$ cat config.mk
export PLATFORM = sky130hd
export DESIGN_NAME = inst_uncached_resp
export DESIGN_NICKNAME = d
export VERILOG_FILES = /design/src/rtl/inst_uncached_resp_pkg.sv /design/src/rtl/inst_uncached_resp.sv
export SDC_FILE = /design/constraint.sdc
export NUM_CORES = 1
export LEC_CHECK = 0
export CORE_MARGIN = 2
export CORE_UTILIZATION = 43
export DETAILED_ROUTE_END_ITERATION = 10
export PLACE_DENSITY = 0.94
export SETUP_SLACK_MARGIN = 0.3
export SLEW_MARGIN = 20
export SYNTH_ARGS = -nofsm -noshare
export SYNTH_HDL_FRONTEND = slang
export SYNTH_SLANG_ARGS = --single-unit
$ cat constraint.sdc
create_clock -name clk -period 2.6 [get_ports clk]
set_input_delay 0.52 -clock clk [delete_from_list [all_inputs] [get_ports clk]]
set_output_delay 0.52 -clock clk [all_outputs]
set_load 0.02 [all_outputs]
$ cat src/rtl/inst_uncached_resp_pkg.sv
// Shared CPU package for the uncached instruction-fetch responder.
// Holds the fetch FSM state encoding, the AXI OKAY response code, the
// boot reset vector and a small helper that classifies a read response.
package inst_uncached_resp_pkg;

  // Fetch FSM states; explicit encodings keep waveforms stable across builds.
  typedef enum logic [2:0] {
    IDLE  = 3'd0,
    ADDR  = 3'd1,
    DATA  = 3'd2,
    HOLD  = 3'd3,
    DRAIN = 3'd4
  } fetch_state_e;

  localparam logic [1:0]  RESP_OKAY    = 2'b00;
  localparam logic [31:0] RESET_VECTOR = 32'hbfc00000;

  // Any response other than OKAY is reported to fetch as a bus error.
  function automatic logic resp_is_error(input logic [1:0] resp);
    return (resp != RESP_OKAY);
  endfunction

endpackage

$ cat src/rtl/inst_uncached_resp.sv
// Uncached instruction-fetch responder.
// Turns a single fetch request into one AXI read (AR then R), holds the
// returned word for the fetch stage until it is accepted, and cleanly
// retires the read when an exception flush cancels the request.
//
// Ports:
//   clk, reset            clock, synchronous active-high reset
//   req, req_addr         fetch request and word-aligned physical address
//   accept                fetch stage consumes the presented word
//   flush                 exception flush, cancels the current request
//   inst_valid/data/err   presented instruction word and its bus-error flag
//   ar_valid/ready/addr   AXI read-address channel
//   r_valid/ready/data/resp  AXI read-data channel
module inst_uncached_resp
  import inst_uncached_resp_pkg::*;
(
  input  logic        clk,
  input  logic        reset,
  input  logic        req,
  input  logic [31:0] req_addr,
  input  logic        accept,
  input  logic        flush,
  output logic        inst_valid,
  output logic [31:0] inst_data,
  output logic        inst_err,
  output logic        ar_valid,
  input  logic        ar_ready,
  output logic [31:0] ar_addr,
  input  logic        r_valid,
  output logic        r_ready,
  input  logic [31:0] r_data,
  input  logic [1:0]  r_resp
);

  fetch_state_e state_r;
  fetch_state_e state_next_s;
  logic [31:0]  addr_q;
  logic [31:0]  data_q;
  logic         err_q;
  // A flush seen while the AR handshake is still pending; the address must
  // stay valid until ready, so the cancel is remembered and applied later.
  logic         flush_pend_r;
  logic         take_req_s;
  logic         take_beat_s;

  assign take_req_s  = (state_r == IDLE) && req && !flush;
  assign take_beat_s = (state_r == DATA) && r_valid && !flush;

  // Next-state decode for the fetch FSM.
  always_comb begin
    state_next_s = state_r;
    case (state_r)
      IDLE: begin
        if (take_req_s) begin
          state_next_s = ADDR;
        end else begin
          state_next_s = IDLE;
        end
      end
      ADDR: begin
        if (ar_ready) begin
          if (flush || flush_pend_r) begin
            state_next_s = DRAIN;
          end else begin
            state_next_s = DATA;
          end
        end else begin
          state_next_s = ADDR;
        end
      end
      DATA: begin
        if (flush) begin
          // A beat arriving with the flush retires the read immediately.
          if (r_valid) begin
            state_next_s = IDLE;
          end else begin
            state_next_s = DRAIN;
          end
        end else if (r_valid) begin
          state_next_s = HOLD;
        end else begin
          state_next_s = DATA;
        end
      end
      HOLD: begin
        // A request for a different address means the held word is stale.
        if (flush || accept || (req && (req_addr != addr_q))) begin
          state_next_s = IDLE;
        end else begin
          state_next_s = HOLD;
        end
      end
      DRAIN: begin
        if (r_valid) begin
          state_next_s = IDLE;
        end else begin
          state_next_s = DRAIN;
        end
      end
      default: begin
        state_next_s = IDLE;
      end
    endcase
  end

  // FSM state register.
  always_ff @(posedge clk) begin
    if (reset) begin
      state_r <= IDLE;
    end else begin
      state_r <= state_next_s;
    end
  end

  // Flush-pending flag, live only while the address phase is open.
  always_ff @(posedge clk) begin
    if (reset) begin
      flush_pend_r <= 1'b0;
    end else if ((state_r == ADDR) && !ar_ready) begin
      flush_pend_r <= flush_pend_r || flush;
    end else begin
      flush_pend_r <= 1'b0;
    end
  end

  // Request address capture; held for the whole transaction so AR is stable.
  always_ff @(posedge clk) begin
    if (reset) begin
      addr_q <= RESET_VECTOR;
    end else if (take_req_s) begin
      addr_q <= req_addr;
    end
  end

  // Read-beat capture; only a non-cancelled beat in DATA is kept.
  always_ff @(posedge clk) begin
    if (reset) begin
      data_q <= 32'h0000_0000;
      err_q  <= 1'b0;
    end else if (take_beat_s) begin
      data_q <= r_data;
      err_q  <= resp_is_error(r_resp);
    end
  end

  // Handshake outputs decode from the state register only.
  assign inst_valid = (state_r == HOLD);
  assign ar_valid   = (state_r == ADDR);
  assign r_ready    = (state_r == DATA) || (state_r == DRAIN);
  assign ar_addr    = addr_q;
  assign inst_data  = data_q;
  assign inst_err   = err_q;

endmodule

==> impl_metrics.prom <==
# TYPE chip_impl_metric gauge
chip_impl_info{name="outcome",value="complete, but fails checks"} 1
chip_impl_info{name="failed_checks",value="design-rule violations"} 1
chip_impl_metric{name="synth_area_per_cell",unit="µm²"} 7.96
chip_impl_metric{name="design.portCount",unit=""} 141
chip_impl_metric{name="clk_pin_slew",unit="ps"} 70
chip_impl_metric{name="dp.final_hpwl",unit="µm"} 5840
chip_impl_info{name="critical_path_class",value="flip-flop to primary output"} 1
chip_impl_metric{name="post_route_cells_drive_above_1_share",unit="%"} 5.58
chip_impl_info{name="synth.largest_area_cell",value="sky130_fd_sc_hd__dfxtp_1"} 1
chip_impl_info{name="cts_tree",value="done"} 1
chip_impl_metric{name="path_max_fanout",unit=""} 7
chip_impl_metric{name="stdcell_area",unit="µm²"} 4540
chip_impl_metric{name="grt_antenna_before_repair",unit=""} 0
chip_impl_metric{name="detailed_routing_iterations_pass_1",unit=""} 8
chip_impl_metric{name="drc_violation_count_after_routing",unit=""} 8
chip_impl_metric{name="max-vdd-ir-drop",unit="mV"} 0.325
chip_impl_metric{name="power.leakage",unit="nW"} 1.58
chip_impl_metric{name="initial_core_util",unit="%"} 44.8
chip_impl_metric{name="worst_r2r_path_depth",unit=""} 5
chip_impl_metric{name="synth.ff_latch_count",unit=""} 69
chip_impl_metric{name="ant_nets",unit=""} 0
chip_impl_metric{name="antenna_cells",unit=""} 0
chip_impl_metric{name="route.vias.total",unit=""} 2932
chip_impl_metric{name="routed_via_density",unit=""} 5.06
chip_impl_metric{name="post_drt_wl_per_cell",unit="µm"} 13.8
chip_impl_metric{name="grt_max_degree",unit=""} 43
chip_impl_metric{name="maxSlewViolCount",unit=""} 0
chip_impl_metric{name="synth_enable_flop_cells",unit=""} 0
chip_impl_metric{name="drv_cap",unit=""} 0
chip_impl_metric{name="number_of_global_route_vias_before_repair",unit=""} 2807
chip_impl_metric{name="fin_cells",unit=""} 579
chip_impl_metric{name="hold_viol_final",unit=""} 0
chip_impl_metric{name="yosysSeqAreaShare",unit="%"} 48.0
chip_impl_metric{name="tns",unit="ps"} 0
chip_impl_metric{name="hold_path_depth",unit=""} 2
chip_impl_metric{name="min_period",unit="ps"} 2200
chip_impl_metric{name="fp.dieArea",unit="µm²"} 7360
chip_impl_metric{name="portBuffers",unit=""} 140
chip_impl_metric{name="worst_pin_slew",unit="ps"} 480
chip_impl_info{name="end_kind",value="primary output"} 1
chip_impl_metric{name="required",unit="ps"} 2080
chip_impl_metric{name="grt.total_usage",unit="%"} 21.7
chip_impl_metric{name="post_syn_nets",unit=""} 434
chip_impl_info{name="holdCritPathClass",value="flip-flop to flip-flop"} 1
chip_impl_metric{name="coreArea",unit="µm²"} 6420
chip_impl_metric{name="synth_cells",unit=""} 361
chip_impl_metric{name="place_inst",unit=""} 563
chip_impl_metric{name="nNetsFinal",unit=""} 570
chip_impl_info{name="post-synth-top-count-cell",value="sky130_fd_sc_hd__nand2_1"} 1
chip_impl_metric{name="worst_case_clock_skew",unit="ps"} 5.80
chip_impl_metric{name="synthArstFlopShare",unit="%"} 0
chip_impl_metric{name="die_outline_height",unit="µm"} 85.8
chip_impl_metric{name="setup_violations",unit=""} 0
chip_impl_metric{name="cts_inserted_buffers",unit=""} 9
chip_impl_info{name="setup_repair_after_global_routing_missed_its_margin",value="false"} 1
chip_impl_metric{name="cts_max_level",unit=""} 3
chip_impl_metric{name="detail_route.wirelength",unit="µm"} 7980
chip_impl_metric{name="fin_crit_sh",unit="%"} 84.7
chip_impl_metric{name="crit_arrival",unit="ps"} 1680
chip_impl_metric{name="gp_congestion",unit=""} 0.788
chip_impl_metric{name="max-slew-margin-rel",unit="%"} 67.7
chip_impl_metric{name="syn2layout_area_growth",unit="%"} 57.7
chip_impl_metric{name="dpl-instance-area",unit="µm²"} 4330
chip_impl_metric{name="synthesis.yosys.warnings",unit=""} 0
chip_impl_metric{name="clock_latency",unit="ps"} 330
chip_impl_info{name="cts.root.buffer_cell",value="sky130_fd_sc_hd__clkbuf_8"} 1
chip_impl_metric{name="grt.overflow.total",unit=""} 0
chip_impl_info{name="synth_flop_cell",value="sky130_fd_sc_hd__dfxtp_1"} 1
chip_impl_metric{name="floorplan.rows",unit=""} 29
chip_impl_metric{name="clock_sink_count",unit=""} 69
chip_impl_metric{name="fmax",unit="MHz"} 454
chip_impl_metric{name="synth_cell_type_count",unit=""} 29
chip_impl_metric{name="yosys.area.top_type_share",unit="%"} 48.0
chip_impl_info{name="synth_top_cells_by_count",value="sky130_fd_sc_hd__nand2_1 (128), sky130_fd_sc_hd__dfxtp_1 (69), sky130_fd_sc_hd__a21oi_1 (58)"} 1
chip_impl_metric{name="die-width",unit="µm"} 85.8
chip_impl_metric{name="mappedNetlistArea",unit="µm²"} 2880
chip_impl_metric{name="cellPowerDensity",unit="nW/µm²"} 515
chip_impl_info{name="yosys-top-cells-area",value="sky130_fd_sc_hd__dfxtp_1 (48%), sky130_fd_sc_hd__nand2_1 (17%), sky130_fd_sc_hd__a21oi_1 (10%)"} 1
chip_impl_metric{name="detailedRoute.firstIterationViolations",unit=""} 85
chip_impl_metric{name="wire_length_of_the_first_global_routing_pass",unit="µm"} 12800
chip_impl_info{name="timing.critical_path.from_type",value="flip-flop"} 1
chip_impl_metric{name="clock_path_buffers",unit=""} 2
layout make-up:
cell class / count / area, µm²
fillers: 496 / 1890
repair buffers: 146 / 1460
multi-input cells: 268 / 1400
flip-flops and latches: 69 / 1380
clock buffers: 12 / 145
well taps: 77 / 96.3
clock inverters: 4 / 47.5
inverters: 3 / 11.3
kinds of logic after synthesis:
group / after synthesis / share of synthesized area (%)
DFF: 69 / 48.0
and+or+nand+nor: 170 / 26.5
xor gates and xnor gates: 32 / 9.75
buffers and inverters: 24 / 3.57
AOI/OAI and AO/OA: 66 / 12.1
cells in the final DEF (no fill, tap or decap), drive strengths merged:
master         netlist  routed
o211ai               1       1
a21boi               1       1
a21oi               58      58
xnor2               32      32
nand3b              10      10
a211oi               2       2
nand2b               2       2
dlygate4sd2          0       1
dlymetal6s2s         0       1
nand3                2       2
o21ai                2       2
nor2                 7       7
nor4bb               1       1
inv                  3       3
bufinv               0       1
dfxtp               69      69
nor2b                1       1
a211o                1       1
clkdlybuf4s50        0     137
buf                  5       7
nand4                8       8
o41ai                1       1
nor4b                1       1
nand2              128     128
nor3                 4       4
clkbuf              16      12
and3                 1       1
clkinv               0       2
or3                  1       1
nor3b                1       1
nor4                 3       3
clkinvlp             0       1
report_power, final:
| group | leakage [nW] | switching, mW | internal [mW] | total, mW |
|---|---|---|---|---|
| Combinational | 0.927 | 0.158 | 0.209 | 0.367 |
| Clock | 0.0964 | 0.385 | 0.467 | 0.852 |
| Sequential | 0.561 | 0.0290 | 1.09 | 1.12 |
| Total | 1.58 | 0.572 | 1.76 | 2.33 |
critical path: stages (launching register included):
cell and delay [ps]:
sky130_fd_sc_hd__dfxtp_1 380, sky130_fd_sc_hd__nand2b_2 260, sky130_fd_sc_hd__nor2_1 100, sky130_fd_sc_hd__clkdlybuf4s50_1 620
flip-flops by register name, summed over array words and instances (netlist names):
register / count
ar_addr: 32
flush_pend_r: 1
inst_data: 32
inst_err: 1
state_r: 3
through the flow:
step / power, mW / worst slack, ps / hold slack, ps / utilization [%]
detailed placement: 1.51 / 455 / 447 / 67.5
global placement: 1.50 / 522 / 442 / 67.5
CTS: 2.36 / 297 / 457 / 70.5
global route: 2.43 / 332 / 467 / 70.6
floorplan: 1.30 / 842 / 517 / -
finish: 2.33 / 398 / 454 / 70.6
path summary, 6_finish.rpt:
path / start / to / slack, ps
max: state_r[2] / inst_valid / 400
min: inst_data[17] / inst_data[17] / 450
min reg2reg: inst_data[17] / inst_data[17] / 450
max reg2reg: state_r[2] / inst_data[15] / 970
per-layer routing:
layer  vias up  share of wire, %  track usage [%]
li1       1458                 -                -
met1      1344                41             25.4
met2       111                48             36.4
met3        19               7.8             6.54
met4         0               2.7             10.1
met5         -                 0                0
timing repair:
action	CTS	global route
pin swaps	0	0
buffers inserted	0	0
resized for setup	2	3
setup endpoints to repair	1	2
hold endpoints to repair	0	0
hold buffers	0	0
Note: power is estimated with default switching activity, not from simulation.
